[src/rtl/mult_seq_ctrl_if.sv]
// Handshake and shared-adder signals of the sequential multiplier controller.
// The controller connects through the slave modport; the operand source / adder side uses master.
interface mult_seq_ctrl_if #(
   parameter int WIDTH = 4
);
   logic                 start;
   logic [WIDTH-1:0]     mcand;
   logic [WIDTH-1:0]     mplier;
   logic                 ready;
   logic                 busy;
   logic                 done;
   logic [2*WIDTH-1:0]   product;
   logic [WIDTH-1:0]     add_a;
   logic [WIDTH-1:0]     add_b;
   logic [WIDTH-1:0]     add_s;
   logic                 add_cout;

   modport master (
      output start, mcand, mplier, add_s, add_cout,
      input  ready, busy, done, product, add_a, add_b
   );

   modport slave (
      input  start, mcand, mplier, add_s, add_cout,
      output ready, busy, done, product, add_a, add_b
   );
endinterface

[src/rtl/mult_seq_ctrl.sv]
// Shift-and-add unsigned multiplier controller: one WIDTH-bit external adder is reused
// for WIDTH iterations, shifting {carry, sum, Q} right by one each cycle.
module mult_seq_ctrl #(
   parameter int WIDTH = 4,
   parameter int CNT_W = 2
) (
   input  logic            clk,
   input  logic            rst_n,
   mult_seq_ctrl_if.slave  bus
);

   typedef enum logic [1:0] {
      IDLE,
      CALC,
      DONE
   } state_t;

   state_t               state_q,   state_d;
   logic [WIDTH-1:0]     acc_q,     acc_d;
   logic [WIDTH-1:0]     q_q,       q_d;
   logic [WIDTH-1:0]     m_q,       m_d;
   logic [CNT_W-1:0]     cnt_q,     cnt_d;
   logic [2*WIDTH-1:0]   product_q, product_d;

   // NOTE: every signal written here gets a default first, so no path can infer a latch.
   always_comb begin
      state_d   = state_q;
      acc_d     = acc_q;
      q_d       = q_q;
      m_d       = m_q;
      cnt_d     = cnt_q;
      product_d = product_q;

      unique case (state_q)
         IDLE, DONE: begin
            state_d = IDLE;
            if (bus.start) begin
               m_d     = bus.mcand;
               q_d     = bus.mplier;
               acc_d   = '0;
               cnt_d   = '0;
               state_d = CALC;
            end
         end
         CALC: begin
            // The carry-out becomes the new accumulator MSB; dropping it would truncate products.
            acc_d = {bus.add_cout, bus.add_s[WIDTH-1:1]};
            q_d   = {bus.add_s[0], q_q[WIDTH-1:1]};
            cnt_d = cnt_q + CNT_W'(1);
            if (cnt_q == CNT_W'(WIDTH - 1)) begin
               product_d = {bus.add_cout, bus.add_s, q_q[WIDTH-1:1]};
               state_d   = DONE;
            end
         end
         default: state_d = IDLE;
      endcase
   end

   // NOTE: state registers use non-blocking assignments so all flops update from pre-edge values.
   always_ff @(posedge clk or negedge rst_n) begin
      if (!rst_n) begin
         state_q   <= IDLE;
         acc_q     <= '0;
         q_q       <= '0;
         m_q       <= '0;
         cnt_q     <= '0;
         product_q <= '0;
      end else begin
         state_q   <= state_d;
         acc_q     <= acc_d;
         q_q       <= q_d;
         m_q       <= m_d;
         cnt_q     <= cnt_d;
         product_q <= product_d;
      end
   end

   assign bus.ready   = (state_q == IDLE) || (state_q == DONE);
   assign bus.busy    = (state_q == CALC);
   assign bus.done    = (state_q == DONE);
   assign bus.product = product_q;
   assign bus.add_a   = acc_q;
   assign bus.add_b   = q_q[0] ? m_q : '0;

endmodule

[src/flat_wrapper.sv]
// flat-port wrapper written by rule: the top's interface ports become plain ports
module mult_seq_ctrl_flat 
#(
   parameter int WIDTH = 4,
   parameter int CNT_W = 2
)
  (clk, rst_n, bus_start, bus_mcand, bus_mplier, bus_add_s, bus_add_cout, bus_ready, bus_busy, bus_done, bus_product, bus_add_a, bus_add_b);
  mult_seq_ctrl_if #(.WIDTH(WIDTH)) bus_i ();
  input  logic clk;
  input  logic rst_n;
  input wire logic [$bits(bus_i.start)-1:0] bus_start;
  input wire logic [$bits(bus_i.mcand)-1:0] bus_mcand;
  input wire logic [$bits(bus_i.mplier)-1:0] bus_mplier;
  input wire logic [$bits(bus_i.add_s)-1:0] bus_add_s;
  input wire logic [$bits(bus_i.add_cout)-1:0] bus_add_cout;
  output wire logic [$bits(bus_i.ready)-1:0] bus_ready;
  output wire logic [$bits(bus_i.busy)-1:0] bus_busy;
  output wire logic [$bits(bus_i.done)-1:0] bus_done;
  output wire logic [$bits(bus_i.product)-1:0] bus_product;
  output wire logic [$bits(bus_i.add_a)-1:0] bus_add_a;
  output wire logic [$bits(bus_i.add_b)-1:0] bus_add_b;
  assign bus_i.start = bus_start;
  assign bus_i.mcand = bus_mcand;
  assign bus_i.mplier = bus_mplier;
  assign bus_i.add_s = bus_add_s;
  assign bus_i.add_cout = bus_add_cout;
  assign bus_ready = bus_i.ready;
  assign bus_busy = bus_i.busy;
  assign bus_done = bus_i.done;
  assign bus_product = bus_i.product;
  assign bus_add_a = bus_i.add_a;
  assign bus_add_b = bus_i.add_b;
  mult_seq_ctrl #(.WIDTH(WIDTH), .CNT_W(CNT_W)) u_core (.clk(clk), .rst_n(rst_n), .bus(bus_i));
endmodule
[config.mk]
export PLATFORM = sky130hd
export DESIGN_NAME = mult_seq_ctrl_flat
export DESIGN_NICKNAME = d
export VERILOG_FILES = /design/src/rtl/mult_seq_ctrl_if.sv /design/src/rtl/mult_seq_ctrl.sv /design/src/flat_wrapper.sv
export SDC_FILE = /design/constraint.sdc
export NUM_CORES = 1
export LEC_CHECK = 0
export ABC_AREA = 1
export CAP_MARGIN = 20
export CELL_PAD_IN_SITES_DETAIL_PLACEMENT = 0
export CELL_PAD_IN_SITES_GLOBAL_PLACEMENT = 1
export CORE_MARGIN = 8
export CORE_UTILIZATION = 35
export DETAILED_ROUTE_END_ITERATION = 6
export PLACE_DENSITY_LB_ADDON = 0.05
export RECOVER_POWER = 25
export SLEW_MARGIN = 40
export SYNTH_ARGS = -nofsm -noshare
export SYNTH_HDL_FRONTEND = slang
export SYNTH_SLANG_ARGS = --single-unit
export TNS_END_PERCENT = 20
[constraint.sdc]
create_clock -name clk -period 2.9 [get_ports clk]
set_input_delay 0.87 -clock clk [delete_from_list [all_inputs] [get_ports clk]]
set_output_delay 0.87 -clock clk [all_outputs]
set_load 0.02 [all_outputs]
### Yosys cells after proc, flatten, opt, wreduce, memory -nomap -nowiden

Index checks and enable logic that the tools add are counted.

* add/subtract/negate cells: 1
* equality and inequality tests: 5
* muxes and demuxes: 10
* reductions and logical operators: 7

Operator list (number)
* $pmux W4 S2: 2
* $mux W4: 3
* $pmux W2 S2: 2
* $reduce_and A2 Y1: 3
* $eq A2 B2 Y1 const B: 2
* $mux W2: 2
* $add A2 B1 Y2 const B: 1
* $eq A2 B1 Y1 const B: 1
* $logic_not A2 Y1: 1
* $ne A2 B1 Y1 const B: 1
* $ne A2 B2 Y1 const B: 1
* $reduce_bool A2 Y1: 1
* $reduce_or A2 Y1: 1
* $logic_or A1 B1 Y1: 1
* $mux W1: 1

* register bits: 24

### Depth between registers and ports, before layout

* depth in word-level cells: 4
* gate-level depth with buffers: 6
* mapped depth without buffers: 6

### Worst setup path before layout

Ideal clock, no wire load.

* path type: register to output
* start: register u_core.state_q[1]
* end: output bus_done
* data arrival time: 848 ps
* data required time: 2030 ps
* path slack: 1182 ps
* stages on the path, launching flop included: 3
* buffers on the path: 0
* cell sequence: dfrtp_1 inv_1 nor2_1

* word-level cells in the longest chain between the ends: 1

RTL lines
* start, declared: RTL line mult_seq_ctrl.sv:18 `state_t state_q, state_d;`
* start signal, assigned: RTL line mult_seq_ctrl.sv:69 `state_q <= state_d;`
* $eq A2 B2 Y1: RTL line mult_seq_ctrl.sv:80 `assign bus.done = (state_q == DONE);`
* end, declared: RTL line flat_wrapper.sv:18 `output wire logic [$bits(bus_i.done)-1:0] bus_done;`

Every way passes these cells.

### Worst setup path after layout

* start: register u_core.state_q[0]
* end: output bus_busy

* word-level cells in the longest chain between the ends: 1

RTL lines
* $eq A2 B1 Y1: RTL line mult_seq_ctrl.sv:79 `assign bus.busy = (state_q == CALC);`
* end, declared: RTL line flat_wrapper.sv:17 `output wire logic [$bits(bus_i.busy)-1:0] bus_busy;`

Every way passes these cells.

==> metrics.txt <==
flop and latch count out of synthesis 24; crit start category flop; area growth from synthesis to layout 37.4%; post-synth top area cell dfrtp_1; Required @ worst endpoint 2030 ps; largest net degree at the start of global routing 25; synthesized area per cell roughly 8.7 um2; Distinct cells, synth 15; yosys warns 0; CP endpoint kind output pin; CP delay by family, top buffers and inverters; Post-CTS Hold Buffers 0; minimum clock period 2610 ps; post-route setup slack between 200 and 300 ps; Die H 71.1 um; IO buf count 34; initial antenna violation count 0; Top FF cell, synth dfrtp_1; Die W 71.1 um; RePlAce Congestion 0.790; Post-synth ARST share 1.00; Power Dens Cells between 1000 and 1500 nW/um2; f_max 383 MHz; CP Cell Sequence inv_4, nor2_8, clkdlybuf4s50_1; DR WL/cell 12.1 um; drt pass-1 iters 4; top cells by area, synth dfrtp_1 (57%), nand2_1 (19%), nand3_1 (5.7%); CP Data Arrival Time 1740 ps; Clock Sink Count 24; DIE AREA 5050 um2; crit path to bus_busy; Final nets 178; Via-to-Cell Ratio between 4 and 5; Clock Latency Late Sink 310 ps; Tot Pwr 1.64 mW; met2 WL 1.11 mm; Vias 872; number of post-CTS setup repair buffers 0; Placed Area around 1400 um2; count leader, synth nand2_1; layout cells sized above 1 0.107; Final Hold Fails 0; highest routed layer met4; Static Leak ~0.76 nW; routed length on met3 162 um; critical path depth 3; first-pass GRT wire length 4.33 mm; MaxCap Viol Count 0; Worst Setup SP u_core.state_q[0]; synth cell count leaders nand2_1 (53), dfrtp_1 (24), inv_1 (13); H-tree depth reported by CTS 1; GRT Residual Overflow 0; Max stage delay cell, worst path clkdlybuf4s50_1; Clock Skews 5.28 ps; post-place setup slack roughly 640 ps; Routed Antenna Nets 0; CP max stage delay 630 ps; hold slack just under 500 ps; Synthesized Nets 139; CTS Root Cell clkbuf_4; Post-synth EDFFs 0; worst vdd ir 0.409 mV; RSZ-0062 raised after global routing no; # diodes 0; Final Max Tran Viols 0; Reg clk slew, reported paths between 100 and 150 ps; fin area 1460 um2; Ports 35; Crit path buffers/inverters 2; Synth Cell Area 1060 um2; DRC Markers 0; GRT Resource Usage Total 0.105; Worst Hold Class reg -> reg; outcome complete, no violations; worst r2r src u_core.state_q[0]; setup violation total in the final timing report 0; reg-to-reg setup timing slack 1620 ps; clock buffer depth 2; FF-to-FF End u_core.q_q[1]; CP Class reg -> out; Initial Util 0.356; vias in the first global route about 1,000; Cells after Synth 122; CTS tree built; Iter 0 DRT Violations 32; Max-slew headroom 0.162; metal1 wirelength about 1.0 mm; final worst path period share 0.900; setup TNS 0 ps; post-cts sizing count 0; CTS buffer count 3; core area about 3000 um2; CP Max Fanout 8; Reg2Reg Depth 6; post-synthesis sequential area ratio 0.566; top-area cell type share of the netlist area 0.566; drt total wl roughly 2.3 mm; HPWL after detailed placement 1.77 mm; worst-margin pin slew roughly 1300 ps; row cnt 20
-- worst min path at each step --
stage                                to  slack, ps  cells after the start           startpoint
floorplan                 u_core.m_q[0]        440                      2        u_core.m_q[0]
global placement    u_core.bus.add_a[2]        450                      2  u_core.bus.add_a[2]
detailed placement  u_core.bus.add_a[2]        460                      2  u_core.bus.add_a[2]
CTS                 u_core.bus.add_a[3]        490                      2  u_core.bus.add_a[3]
global route              u_core.m_q[2]        520                      2        u_core.m_q[2]
finish              u_core.bus.add_a[3]        480                      2  u_core.bus.add_a[3]
-- registers in the layout (all words and copies together), names as in the netlist --
register	flops
u_core.cnt_q	2
u_core.bus.product	8
u_core.bus.add_a	4
u_core.state_q	2
u_core.m_q	4
u_core.q_q	4
-- where the power goes --
part           total (mW)  switching [mW]  internal (mW)
clock               0.140          0.0916         0.0485
sequential          0.608           0.109          0.499
combinational       0.893           0.512          0.381
total                1.64           0.713          0.928
-- area by class of cell --
| cell class | instances | area (um2) |
|---|---|---|
| fill | 309 | 1520 |
| sequential | 24 | 601 |
| multi-input combinational | 81 | 387 |
| timing repair buffer | 35 | 344 |
| inverter | 16 | 62.6 |
| tap | 33 | 41.3 |
| clock buffer | 3 | 22.5 |
-- placed cells by master, fill, tap and decap left out, drive strengths merged --
cell type	netlist	routed
a21oi	1	1
nand2	59	59
o21ai	5	5
ha	1	1
dfrtp	24	24
clkbuf	0	4
clkdlybuf4s50	0	33
nor2	3	3
inv	16	16
nand3	12	12
dlygate4sd3	0	1
-- worst min-delay path, stage by stage (launching register included) --
cell     delay (ps)
dfrtp_1         360
nand2_1          50
nand2_1          50
-- kinds of logic (layout without fill, tap and decap cells) --
kind of cell | after synthesis | in the layout | synth area share
AOI/OAI and AO/OA | 6 | 6 | 0.0424
buffers and inverters | 17 | 54 | 0.0696
and+or+nand+nor | 74 | 74 | 0.310
adders and majority gates | 1 | 1 | 0.0118
DFF | 24 | 24 | 0.566
-- routing by layer --
layer  track usage  up-vias
li1              -      448
met1         0.120      404
met2         0.176       18
met3        0.0325        2
met4        0.0485        0
met5             0        -
-- per-stage QoR --
stage	std cells	util
global route	192	0.489
CTS	192	0.491
floorplan	122	-
detailed placement	189	0.483
global placement	189	0.483
finish	192	0.489
Note: power is estimated with default switching activity, not from simulation.
